File: src/rtl/tile_write_router.sv
// tile_write_router: packs a stream of DATA_WIDTH elements little-endian into
// SRAM_DATA_WIDTH words and writes them to sequential SRAM addresses from
// i_start_addr to i_addr_end inclusive. Termination is by address equality, so
// the range may wrap through the top of the address space.
// Build option: define TILE_WRITE_ROUTER_FLUSH_EN to add i_flush, which writes
// a partially filled word early, with the unfilled upper lanes set to zero.
// Handshake: an element transfers on a clock edge where i_data_valid and
// o_data_ready are both high. The source holds i_data until that edge.
// o_data_ready and o_sram_write_en are registered state qualified by i_en, so a
// stall (i_en low) stops transfers and defers a pending write strobe.
module tile_write_router #(
   parameter int DATA_WIDTH      = 8,
   parameter int SRAM_DATA_WIDTH = 64,
   parameter int ADDR_WIDTH      = 8
) (
   input  logic                       i_clk,
   input  logic                       i_rst,
   input  logic                       i_en,
   input  logic                       i_reg_clear,
   input  logic                       i_start,
   input  logic [ADDR_WIDTH-1:0]      i_start_addr,
   input  logic [ADDR_WIDTH-1:0]      i_addr_end,
   input  logic                       i_data_valid,
   input  logic [DATA_WIDTH-1:0]      i_data,
`ifdef TILE_WRITE_ROUTER_FLUSH_EN
   input  logic                       i_flush,
`endif
   output logic                       o_data_ready,
   output logic                       o_sram_write_en,
   output logic [ADDR_WIDTH-1:0]      o_sram_write_addr,
   output logic [SRAM_DATA_WIDTH-1:0] o_sram_data_out,
   output logic                       o_busy,
   output logic                       o_write_done
);

   localparam int LANES = SRAM_DATA_WIDTH / DATA_WIDTH;
   localparam int LW    = (LANES > 1) ? $clog2(LANES) : 1;

   typedef enum logic [1:0] {IDLE, PACK, WRITE, DONE} state_t;

   state_t                     state;
   logic [SRAM_DATA_WIDTH-1:0] pack;
   logic [SRAM_DATA_WIDTH-1:0] pack_next;
   logic [SRAM_DATA_WIDTH-1:0] data_q;
   logic [LW-1:0]              lane;
   logic [ADDR_WIDTH-1:0]      addr_q;
   logic [ADDR_WIDTH-1:0]      end_q;
   logic [ADDR_WIDTH-1:0]      waddr_q;
   logic                       accept;
   logic                       last_lane;
   logic                       flush_go;
   logic                       to_write;

   assign accept    = (state == PACK) && i_en && i_data_valid;
   assign last_lane = (lane == LW'(LANES - 1));

`ifdef TILE_WRITE_ROUTER_FLUSH_EN
   // A flush only counts once at least one lane holds data
   assign flush_go = (state == PACK) && i_en && i_flush && (lane != '0);
`else
   assign flush_go = 1'b0;
`endif

   assign to_write = (accept && last_lane) || flush_go;

   // Merge the element being accepted into its lane of the pack word
   always_comb begin
      pack_next = pack;
      for (int k = 0; k < LANES; k++) begin
         if (accept && (lane == LW'(k))) begin
            pack_next[k*DATA_WIDTH +: DATA_WIDTH] = i_data;
         end
      end
   end

   // Control FSM plus pack, lane, address and write-port registers
   always_ff @(posedge i_clk or posedge i_rst) begin
      if (i_rst) begin
         state   <= IDLE;
         pack    <= '0;
         lane    <= '0;
         addr_q  <= '0;
         end_q   <= '0;
         waddr_q <= '0;
         data_q  <= '0;
      end else if (i_reg_clear) begin
         state   <= IDLE;
         pack    <= '0;
         lane    <= '0;
         addr_q  <= '0;
         end_q   <= '0;
         waddr_q <= '0;
         data_q  <= '0;
      end else if (i_en) begin
         case (state)
            IDLE: begin
               if (i_start) begin
                  addr_q <= i_start_addr;
                  end_q  <= i_addr_end;
                  lane   <= '0;
                  pack   <= '0;
                  state  <= PACK;
               end
            end
            PACK: begin
               pack <= pack_next;
               if (accept) begin
                  lane <= lane + 1'b1;
               end
               // Word and address are captured here so they are stable for
               // the whole WRITE cycle, however long a stall defers it.
               if (to_write) begin
                  data_q  <= pack_next;
                  waddr_q <= addr_q;
                  state   <= WRITE;
               end
            end
            WRITE: begin
               pack <= '0;
               lane <= '0;
               if (addr_q == end_q) begin
                  state <= DONE;
               end else begin
                  addr_q <= addr_q + 1'b1;
                  state  <= PACK;
               end
            end
            DONE: begin
               state <= DONE;
            end
            default: begin
               state <= IDLE;
            end
         endcase
      end
   end

   assign o_data_ready      = (state == PACK) && i_en;
   assign o_sram_write_en   = (state == WRITE) && i_en;
   assign o_sram_write_addr = waddr_q;
   assign o_sram_data_out   = data_q;
   assign o_busy            = (state == PACK) || (state == WRITE);
   assign o_write_done      = (state == DONE);

endmodule

File: config.mk
export PLATFORM = sky130hd
export DESIGN_NAME = tile_write_router
export DESIGN_NICKNAME = d
export VERILOG_FILES = /design/src/rtl/tile_write_router.sv
export SDC_FILE = /design/constraint.sdc
export NUM_CORES = 1
export LEC_CHECK = 0
export BUFFER_PORTS_ARGS = -buffer_cell sky130_fd_sc_hd__buf_2
export CAP_MARGIN = 5
export CORE_MARGIN = 2
export CORE_UTILIZATION = 40
export CTS_CLUSTER_DIAMETER = 150
export DETAILED_ROUTE_END_ITERATION = 6
export PLACE_DENSITY_LB_ADDON = 0.12
export SYNTH_ARGS = -nofsm -noshare
export SYNTH_HDL_FRONTEND = slang
export SYNTH_SLANG_ARGS = --single-unit
File: constraint.sdc
create_clock -name i_clk -period 4.35 [get_ports i_clk]
set_input_delay 0.435 -clock i_clk [delete_from_list [all_inputs] [get_ports i_clk]]
set_output_delay 0.435 -clock i_clk [all_outputs]
set_load 0.05 [all_outputs]
# == Word level (Yosys, flattened, before mapping) ==
# Index checks and enable logic that the tools add are counted.
# word_totals
out_inout_bits,76
register_bits,157
in_bits,30
wordCells,91
# op_classes
n_addsub,2
n_eq_ne,15
mux,40
reduce_logical,27
# ops
operator,n
$mux W64,7
$pmux W64 S3,1
$mux W8,20
$pmux W8 S2,1
$eq A3 B3 Y1 const B,4
$mux W3,4
$ne A3 B3 Y1 const B,4
$reduce_and A3 Y1,4
$logic_and A1 B1 Y1,11
$mux W2,5
$reduce_bool A2 Y1,5
$pmux W3 S3,1
$add A8 B1 Y8 const B,1
$eq A8 B8 Y1,1
$pmux W2 S4,1
$reduce_and A4 Y1,2
$eq A3 B2 Y1 const B,2
$eq A2 B2 Y1 const B,2
$reduce_bool A4 Y1,1
$add A3 B1 Y3 const B,1
$eq A3 B1 Y1 const B,1
$logic_not A3 Y1,1
$reduce_bool A3 Y1,1
$eq A2 B1 Y1 const B,1
other kinds (2),2

# == Longest topological paths before layout ==
# logic_depth
depth_word,9
depth_mapped,10
mapped_depth_nobuf,7

# == Least setup slack after synthesis ==
# No wires, ideal clock.
# synth_timing
kind,reg-to-reg
startpoint,reg state[0]
endpoint,reg lane[0]
path_stages_with_launch,8
setup_time_ps,125
synth_period_minus_slack_ps,1933
arrival_ps,1808
slack_ps,2417
required_ps,4225
n_path_buf,1
path_cell_list,dfrtp_1 -> inv_1 -> ha_1 -> buf_2 -> nor3_1 -> o21ai_4 -> and3_1 -> mux2_2
# synth_via
elab_chain_cells,5
elab_cells_between_ends,12
cone_classes,eq/ne: 4; mux: 3; reduce/logical: 5
# synth_lines
element,line,source
"start, declared",41,state_t state;
"start signal, assigned",79,state <= IDLE;
"start signal, assigned",87,state <= IDLE;
"start signal, assigned",102,state <= PACK;
$eq A2 B1 Y1,"54, 95",
$logic_and A1 B1 Y1 (2 in series),54,assign accept = (state == PACK) && i_en && i_data_valid;
$ne A3 B3 Y1 (no line),-,
$reduce_and A4 Y1 (no line),-,
"end signal, assigned",108,lane <= lane + 1'b1;
"end, declared",45,logic [LW-1:0] lane;
# Several ways; a longest one is shown, not always the timed one. The select of a mux whose other input is x is not followed.
# A chain may end at the register's enable or synchronous reset.

# == Worst setup path after layout ==
# layout_timing
startpoint,reg state[1]
endpoint,"reg data_q[47], in the netlist o_sram_data_out[47]"
# layout_via
elab_chain_cells,9
elab_cells_between_ends,13
cone_classes,eq/ne: 1; mux: 5; reduce/logical: 7
# layout_lines
element,line,source
$eq A2 B1 Y1 (*),"54, 95",
$logic_and A1 B1 Y1 (2 in series),54,
$logic_and A1 B1 Y1,70,if (accept && (lane == LW'(k))) begin
$mux W8,70,
$mux W64,112,if (to_write) begin
$mux W64,95,case (state)
$mux W64,94,end else if (i_en) begin
$mux W64,86,end else if (i_reg_clear) begin
"end signal, assigned",113,data_q <= pack_next;
"end, declared",44,logic [SRAM_DATA_WIDTH-1:0] data_q;
# Mark *: on every way between the ends. The rest lies on a longest branch, timed or not. The select of a mux whose other input is x is not followed.

==> results.md <==
* Max-Slew Margin vs Limit at 28.2%
* Asr flop ratio synth at 100%
* Status: complete, no violations
* Die Ht at 139 µm
* P&R area growth vs syn at 18.1%
* Worst reg2reg path depth at 7
* Site row count at 49
* Gr usage total at 19.1%
* Initial drt markers at 289
* 1st-pass router iterations at 4
* Dominant synthesized flop cell: dfrtp_1
* Syn Nets at 671
* Slew @ Worst Pin at 1070 ps
* Avg Inst Size Synth at 11.5 µm²
* PnR worst setup slack at 1520 ps
* Final Hold Vio Count at 0
* Util after Layout at 48.0%
* Total of max-cap violations at 0
* Total placed cells including tap cells at 929
* Fmax at 0.353 GHz
* Die Width at 139 µm
* Worst-Skew Late Latency at 420 ps
* N_diodes at 0
* Hold WC Path Type: input pin to async pin
* Top Ports at 106
* Share of layout cells above drive strength 1 at 30.9%
* Fin crit period at 2830 ps
* Place WS at 1500 ps
* Filler cells at 1630
* Vias per std cell at 5.43
* CTS Hold Bufs at 0
* NumNets Final at 760
* Power density over cell area at 381 nW/µm²
* Postcts setup bufs at 0
* Final setup viols at 0
* Initial antenna violation count at 0
* Non-Filler Instances at 961
* Leak at 3.79 nW
* IR drop worst, VDD at 0.000279 V
* Synth area leaders: dfrtp_1, a211oi_2, a22o_1, mux2i_1, nand2_1
* Area of the die at 19200 µm²
* RePlAce Congestion at 0.783
* H-tree depth at 4
* Dpl hpwl at 11600 µm
* Post-route ant nets at 0
* Worst Path Max Fanout at 54
* Synthesized area at 7240 µm²
* CTS tree: yes
* DRC errors left at 0
* Synthesized instance count at 630
* CP startpoint kind: register
* CP Capture Type: register
* Setup tns final at 0 ps
* Crit Path Class: register to register
* Reg-to-Reg Start: state[1]$_DFFE_PP0P_
* Total number of vias at 5219
* Vias in the first global route at 5366
* Post-DR wirelength/cell at 18.5 µm
* Number of synthesis warnings at 0
* Synth Register Bits at 149
* Synth cell types at 51
* CTS buffer count at 17
* Reg clk slew, reported paths at 60 ps
* Unrepaired setup endpoints after global routing: false
* Largest area contributor in the netlist: dfrtp_1
* Crit path DAT at 3160 ps
* Reg-to-Reg End: o_sram_data_out[47]$_DFFE_PP0P_
* Clk root buf: clkbuf_16
* EDFF count, synth at 0
* CTS sink cnt at 149
* Initial Utilization at 40.6%
* Seq/Total Area, Yosys at 51.5%
* Fin crit share at 65.1%
* Final-report max-slew violation count at 0
* Port bufs at 105
* Pin count of the biggest net entering global routing at 112
* Overflow after GRT at 0
* Worst EP required at 4680 ps
* Global-route wire length before repair at 29000 µm
* Final wirelength at 17700 µm
* # resized after CTS at 0
* Final Skew at 8.03 ps
* Core footprint at 17800 µm²
* Top-area cell type share of the netlist area at 51.5%
* Bufs on Longest Clock Path at 2
* Setup slack, reg-to-reg at 1520 ps
## power breakdown
group	total [mW]	internal, mW	switching [mW]	leakage (nW)
logic	0.210	0.0561	0.154	1.40
registers	1.42	1.40	0.0174	2.07
clock network	1.63	1.05	0.581	0.316
total	3.26	2.50	0.752	3.79
## metal layers
layer / part of all wire [%] / global-route usage, % / vias up
li1: - / - / 2462
met1: 46 / 26.0 / 2593
met2: 48 / 30.6 / 144
met3: 4.7 / 4.52 / 20
met4: 1.3 / 5.53 / 0
met5: 0 / 0 / -
## worst max-delay path, cell delays in order (launching register included)
cell	delay, ps
dfrtp_1	410
inv_1	130
ha_1	320
and3_1	430
and2_4	650
buf_4	460
nor2_1	100
a211oi_2	210
## registers in the layout, summed over array words and instances (netlist names)
name / flops
state: 2
addr_q: 8
o_sram_data_out: 64
end_q: 8
lane: 3
pack: 56
o_sram_write_addr: 8
## worst max-delay path by stage
stage | startpoint | to | slack, ps | cells after the start
floorplan | i_rst | addr_q[0]$_DFFE_PP0P_ | 2040 | 1
global placement | state[0]$_DFFE_PP0P_ | pack[32]$_DFFE_PP0P_ | 1680 | 8
detailed placement | state[1]$_DFFE_PP0P_ | o_sram_data_out[47]$_DFFE_PP0P_ | 1500 | 7
CTS | state[1]$_DFFE_PP0P_ | o_sram_data_out[47]$_DFFE_PP0P_ | 1480 | 7
global route | state[1]$_DFFE_PP0P_ | o_sram_data_out[47]$_DFFE_PP0P_ | 1280 | 7
finish | state[1]$_DFFE_PP0P_ | o_sram_data_out[47]$_DFFE_PP0P_ | 1520 | 7
## per-stage QoR
step	cell area, µm²	hold slack (ps)	power [mW]
2_1_floorplan	7250	465	1.58
6_report	8560	192	3.26
3_5_place_dp	7900	481	1.66
3_3_place_gp	7900	482	1.65
4_1_cts	8560	219	3.29
5_1_grt	8560	250	3.38
## area by class of cell
class	count	area [µm²]	area share (%)
clock buffers	20	457	5.34
clock inverters	12	201	2.35
inverters	15	60.1	0.702
multi-input cells	424	3230	37.7
flip-flops and latches	149	3730	43.6
well taps	229	287	3.35
repair buffers	112	593	6.93
## kinds of logic after synthesis
family,share of synthesized area (%)
fa+ha+maj,1.90
simple gates,11.7
xor+xnor,0.968
buf+inv,3.92
mux,6.93
compound gates,23.0
flops,51.5
## placed cells by master (no fill, tap or decap), drive strengths merged, types with 2 or more instances in the layout
cell and n:
dfrtp 149, buf 112, nand2 77, nor2 69
a22o 58, a211oi 51, mux2i 49, a21oi 21
clkbuf 20, o21ai 20, inv 12, ha 11
a311oi 9, nor3 9, xnor2 7, clkinv 7
nand3 6, bufinv 5, and2 5, and3 4
o32ai 3, clkinvlp 3, nand2b 2, a31oi 2
nand4 2, a22oi 2, o311ai 2, o31ai 2
o211ai 2
## synthesized netlist by cell type (3+ instances only)
cell and number:
a211oi_1 3, a211oi_2 48, a21oi_1 21, a22o_1 58, a311oi_1 9, and3_1 4, buf_2 8, buf_4 10
buf_6 3, clkbuf_1 21, dfrtp_1 149, ha_1 11, inv_1 13, mux2i_1 49, nand2_1 73, nand2_2 3
nand3_1 4, nor2_1 62, nor2_4 6, nor3_1 4, nor3_2 5, o21ai_0 10, o21ai_4 8, o32ai_1 3
xnor2_1 7
No activity file was read; power rests on OpenSTA's default activity.
